File: src/rtl/vga_rom_arbiter.sv
// Two-port read arbiter in front of the shared synchronous image ROM on the 40 MHz VGA clock.
// Define VGA_ROM_ARB_REGOUT_EN to register Rom_data before Rdata0/Rdata1 (one extra cycle of latency).
module vga_rom_arbiter #(
  parameter int AW         = 11,
  parameter int DW         = 256,
  parameter int ROM_LAT    = 1,
  parameter int STARVE_MAX = 255
) (
  input  logic          CLK_40M,
  input  logic          RST,
  input  logic          Active_sig,
  input  logic          Req0,
  input  logic          Req1,
  input  logic [AW-1:0] Addr0,
  input  logic [AW-1:0] Addr1,
  output logic          Ack0,
  output logic          Ack1,
  output logic [DW-1:0] Rdata0,
  output logic [DW-1:0] Rdata1,
  output logic          Rvalid0,
  output logic          Rvalid1,
  output logic [AW-1:0] Rom_add,
  input  logic [DW-1:0] Rom_data,
  output logic [7:0]    Starve_cnt
);

`ifdef VGA_ROM_ARB_REGOUT_EN
  localparam int PIPE_D = ROM_LAT + 1;
`else
  localparam int PIPE_D = ROM_LAT;
`endif

  typedef enum logic {
    PORT0 = 1'b0,
    PORT1 = 1'b1
  } port_e;

  port_e      rr_last;
  logic [1:0] tag_pipe [PIPE_D];
  logic [1:0] tag_out;
  logic       accept;

  // NOTE: both outputs get a default first, so no path through this block can infer a latch.
  always_comb begin
    Ack0 = 1'b0;
    Ack1 = 1'b0;
    if (Active_sig) begin
      Ack0 = Req0;
      Ack1 = Req1 & ~Req0;
    end else if (Req0 && Req1) begin
      Ack0 = (rr_last == PORT1);
      Ack1 = (rr_last == PORT0);
    end else begin
      Ack0 = Req0;
      Ack1 = Req1;
    end
  end

  assign accept  = Ack0 | Ack1;
  assign tag_out = tag_pipe[PIPE_D-1];

  // NOTE: registers use non-blocking assignments so every stage samples its pre-edge neighbour.
  always_ff @(posedge CLK_40M) begin
    if (RST) begin
      rr_last    <= PORT1;
      Rom_add    <= '0;
      Rvalid0    <= 1'b0;
      Rvalid1    <= 1'b0;
      Starve_cnt <= '0;
      // NOTE: the tag pipe is reset (unlike a data store) since a stale tag would fire a phantom Rvalid.
      for (int i = 0; i < PIPE_D; i++) tag_pipe[i] <= 2'b00;
    end else begin
      if (accept) begin
        Rom_add <= Ack1 ? Addr1 : Addr0;
        rr_last <= Ack1 ? PORT1 : PORT0;
      end
      tag_pipe[0] <= {Ack1, Ack0};
      for (int i = 1; i < PIPE_D; i++) tag_pipe[i] <= tag_pipe[i-1];
      Rvalid0 <= tag_out[0];
      Rvalid1 <= tag_out[1];
      if (Req1 && !Ack1) begin
        if (Starve_cnt < 8'(STARVE_MAX)) Starve_cnt <= Starve_cnt + 8'd1;
      end else begin
        Starve_cnt <= '0;
      end
    end
  end

`ifdef VGA_ROM_ARB_REGOUT_EN
  logic [DW-1:0] rdata_q;

  // Capture only when a tag exits, so the word holds between responses.
  always_ff @(posedge CLK_40M) begin
    if (RST) begin
      rdata_q <= '0;
    end else if (tag_out != 2'b00) begin
      rdata_q <= Rom_data;
    end
  end

  assign Rdata0 = rdata_q;
  assign Rdata1 = rdata_q;
`else
  assign Rdata0 = Rom_data;
  assign Rdata1 = Rom_data;
`endif

endmodule

File: config.mk
export PLATFORM = sky130hd
export DESIGN_NAME = vga_rom_arbiter
export DESIGN_NICKNAME = d
export VERILOG_FILES = /design/src/rtl/vga_rom_arbiter.sv
export SDC_FILE = /design/constraint.sdc
export NUM_CORES = 1
export LEC_CHECK = 0
export BUFFER_PORTS_ARGS = -buffer_cell sky130_fd_sc_hd__buf_2
export CAP_MARGIN = 20
export CELL_PAD_IN_SITES_DETAIL_PLACEMENT = 1
export CELL_PAD_IN_SITES_GLOBAL_PLACEMENT = 1
export CORE_AREA = 2 2 319 321
export DETAILED_ROUTE_END_ITERATION = 10
export DIE_AREA = 0 0 321 323
export PLACE_DENSITY_LB_ADDON = 0.1
export SLEW_MARGIN = 20
export SYNTH_ARGS = -nofsm -noshare
export SYNTH_HDL_FRONTEND = slang
export SYNTH_SLANG_ARGS = --single-unit
File: constraint.sdc
create_clock -name CLK_40M -period 1.62 [get_ports CLK_40M]
set_input_delay 0 -clock CLK_40M [delete_from_list [all_inputs] [get_ports CLK_40M]]
set_output_delay 0 -clock CLK_40M [all_outputs]
set_load 0.005 [all_outputs]
Word-level counts from Yosys, hierarchy flattened:

Memory sizes are Yosys's and may differ from the RTL's. A register that Yosys moved wholly into a read port is not among the register bits.
Index checks and enable logic that the tools add are counted.

* $add $sub $neg: 1
* $lt $le $gt $ge: 1
* muxes and demuxes: 11
* bitwise gates (word level): 5
* reduce and logical (&&, ||, !) cells: 5

Operators by type and width (number)
* two-way mux 11 bit: 1
* two-way mux 1 bit: 9
* adder 8 x 1 -> 8 bit (second input constant): 1
* < comparator 8 bit (second input constant): 1
* OR reduction 2 bit: 2
* inverter 1 bit: 3
* logical AND 1 bit: 2
* two-way mux 2 bit: 1
* bitwise AND 1 bit: 1
* zero test 1 bit: 1
* bitwise OR 1 bit: 1

* register bits after elaboration: 20
* bits in writable memories: 2
* input port bits: 283
* output and inout bits: 535
* memories kept: 1

Memory list
* tag_pipe: depth 1, width 2, read ports 1, clocked after memory_dff 1, write ports 1, RTL line 39 `logic [1:0] tag_pipe [PIPE_D];`

Depth between registers and ports, before layout:

* depth in word-level cells: 7
* gate-level depth with buffers: 4
* gate-level depth less buffers: 4

Worst setup path before layout:

Ideal clock, no wire load.

* path kind: reg-to-reg
* start point: register Starve_cnt[0]
* end point: register Starve_cnt[7]
* arrival time: 1143 ps
* slack: 351 ps
* stages on the path, launching flop included: 5
* period minus slack after synthesis: 1269 ps
* path through: dfxtp_1 -> ha_1 -> and3_1 -> nor4b_1 -> nor3b_1

* word-level cells in the longest chain between the ends: 1
* elaborated cells on any way between the ends: 2
* classes of those cells: add/sub (1); order compare (1)

Ends and longest elaborated chain
* start, declared: RTL line 24 `output logic [7:0] Starve_cnt`
* start signal, assigned: RTL line 82 `if (Starve_cnt < 8'(STARVE_MAX)) Starve_cnt <= Starve_cnt + 8'd1;`
* adder 8 x 1 -> 8 bit / < comparator 8 bit (equally long branches): RTL line 82

Several ways; a longest one is shown, not always the timed one.
A chain may end at the register's enable or synchronous reset.

Worst setup path in the final report:

* start point: register rr_last
* end point: output Ack1

* word-level cells in the longest chain between the ends: 3

Ends and longest elaborated chain
* start, declared: RTL line 38 `port_e rr_last;`
* start signal, assigned: RTL line 75 `rr_last <= Ack1 ? PORT1 : PORT0;`
* inverter 1 bit: RTL line 52 `Ack1 = (rr_last == PORT0);`
* two-way mux 1 bit: RTL line 50 `end else if (Req0 && Req1) begin`
* two-way mux 1 bit: RTL line 47 `if (Active_sig) begin`
* end, declared: RTL line 17 `output logic Ack1,`

No other way between the ends.

==> impl_metrics.yaml <==
routing:
  drt.antenna.violating_nets: 0
  finalWirelength_um: 15600
  drtIter0Drc: 61
  drt-pass1-iter-count: 4
  viasPerCell: 1.22
  via_count: 1814
  drc: 0
  wl_per_cell_um: 10.5
grt:
  grt-ovfl-total: 0
  grt_start_max_net_pins: 17
  grt_antenna_before_repair: 1
  grt_pass1_vias: 2080
  grt_pass1_wl_um: 19500
  grtUsageTotal_pct: 2.84
sta:
  tightest_slew_ps: 390
  finalHoldViolCount: 0
  finalSetupTns_ps: 0
  slew_headroom_pct: 74.0
  finalSetupViolations: 0
  fin_worst_skew_ps: 21.6
  max_clock_freq_ghz: 0.701
  fin_crit_sh_pct: 88.1
  rsz0062_at_grt: "false"
  slew_viol_final: 0
  fin_ws_ps: 193
  post-route-min-period_ps: 1430
logic_synthesis:
  syn_nets: 917
  synth-main-ff-cell: "dfxtp_1"
  synth_seq_area_share_pct: 9.86
  synth_seq_cells: 24
  ys_warn_count: 0
  yosysMostFrequentCell: "buf_4"
  ys_types: 30
  syn_avg_cell_area_um2: 7.70
  yosys.area.top_type_share_pct: 78.9
  synth_area_leaders: "buf_4 79%, dfxtp_1 9.9%, nor3_1 2.0%, a211oi_1 1.8%, nor4_1 1.4%"
  postSynthCellCount: 633
  synth_area_leader_cell: "buf_4"
  synth_area_mm2: 0.00487
  synth_edf_count: 0
  synthTopCellsByCount: "512 x buf_4, 24 x dfxtp_1, 19 x nor3_1"
  synthArstFlopShare_pct: 0
critical_path:
  path_cells: "o21a_1, nor2_1, buf_2"
  worstPathArrival_ps: 1430
  worst-path-max-fanout: 4
  path_buf_inv: 1
  crit_family: "flip-flops"
  slowest_delay_ps: 360
  path_class: "flip-flop to output port"
  cp_slowest_cell: "dfxtp_1"
  cp-end-kind: "output port"
  required_ps: 1620
  startpoint_type: "flip-flop"
placed_design:
  dp_hpwl_um: 12800
  port_buffers: 49
  place_ws_ps: 241
  gp_congestion: 0.560
die:
  core_mm2: 0.101
  die_w_um: 321
  die_y_um: 323
  rows: 117
  die-area_mm2: 0.104
  num_io_pins: 818
  start_util_pct: 4.84
clock_tree:
  cts_resized: 0
  cts_tree: "yes"
  htreeDepth: 1
  cts_hold_buf: 0
  cts_made_buffers: 3
  root_buffer: "clkbuf_16"
  post_cts_buffers: 0
  cts.clk_slew.worst_paths_ps: 110
  clk_path_buf_depth: 2
  clock_sinks: 24
  worstSkewPairLatency_ps: 310
power_and_ir_drop:
  power.density_mw_per_mm2: 574
  ir_drop_v: 0.000346
  p_leak_nw: 0.666
  finalPower_mw: 1.78
final_layout:
  nets: 462
  num-fill-cells: 12100
  syn2layout_area_growth_pct: -36.3
  drive_gt1_share_pct: 37.3
min_path:
  hp-class: "primary input to output port"
run:
  cap_violations: 0
run_status:
  status: "complete, no violations"
## cells in the final DEF (no fill, tap or decap), drive strengths merged, types with 2 or more instances in the layout
cell type,n
buf,60
dfxtp,24
nor3,19
nor2,14
a211oi,12
nor4,11
diode,5
a21oi,4
nand3,3
nor2b,3
clkbuf,3
o21ai,3
a31oi,2
nand4,2
inv,2
## area by class of cell
type	count	area (um2)	share of cell area (%)
Clock inverter	1	30.0	0.967
Clock buffer	3	75.1	2.42
Tap cell	1309	1640	52.7
Sequential cell	24	480	15.5
Inverter	2	7.51	0.242
Antenna cell	5	12.5	0.403
Multi-Input combinational cell	87	510	16.4
Timing Repair Buffer	60	353	11.4
## per-layer routing
layer | up-vias | part of all wire [%] | global-route usage [%]
li1 | 586 | - | -
met1 | 681 | 32 | 2.59
met2 | 367 | 35 | 3.20
met3 | 178 | 22 | 3.12
met4 | 2 | 10 | 2.95
met5 | - | 0.083 | 0
## state kept, by name (all words and copies together) (netlist names)
name / cells
Rvalid0: 1
Rvalid1: 1
tag_pipe: 2
Rom_add: 11
Starve_cnt: 8
rr_last: 1
## through the flow
step,instances,utilization [%],cell area (um2),hold slack [ps]
final,1491,3.08,3110,0.00251
after global placement,1482,2.97,2990,0.0507
after detailed placement,1482,2.97,2990,0.0507
after global routing,1486,3.07,3090,0.0117
after CTS,1486,3.07,3090,0.0507
after floorplan,633,-,4870,71.6
## logic make-up after synthesis
group | share of synthesized area, %
fa+ha+maj | 0.257
buf+inv | 79.7
compound gates | 3.85
flops | 9.86
simple gates | 6.37
## report_power, final
part | switching [mW] | internal (mW) | leakage (nW) | total [mW]
combinational | 0.160 | 0.0981 | 0.418 | 0.258
clock | 0.387 | 0.498 | 0.0511 | 0.885
sequential | 0.0188 | 0.621 | 0.198 | 0.640
## path summary, 6_finish.rpt
| path | from | endpoint | slack [ps] | cells past startpoint |
|---|---|---|---|---|
| setup / recovery | rr_last$_SDFFE_PP1P_ | Ack1 | 190 | 3 |
| setup reg to reg | Starve_cnt[1]$_SDFFE_PP0N_ | Starve_cnt[1]$_SDFFE_PP0N_ | 210 | 4 |
| hold reg to reg | tag_pipe[0][0]$_SDFF_PP0_ | Rvalid0$_SDFF_PP0_ | 460 | 1 |
| hold / removal | Rom_data[97] | Rdata1[97] | 0.003 | 0 |
(Power assumes the default switching activity.)
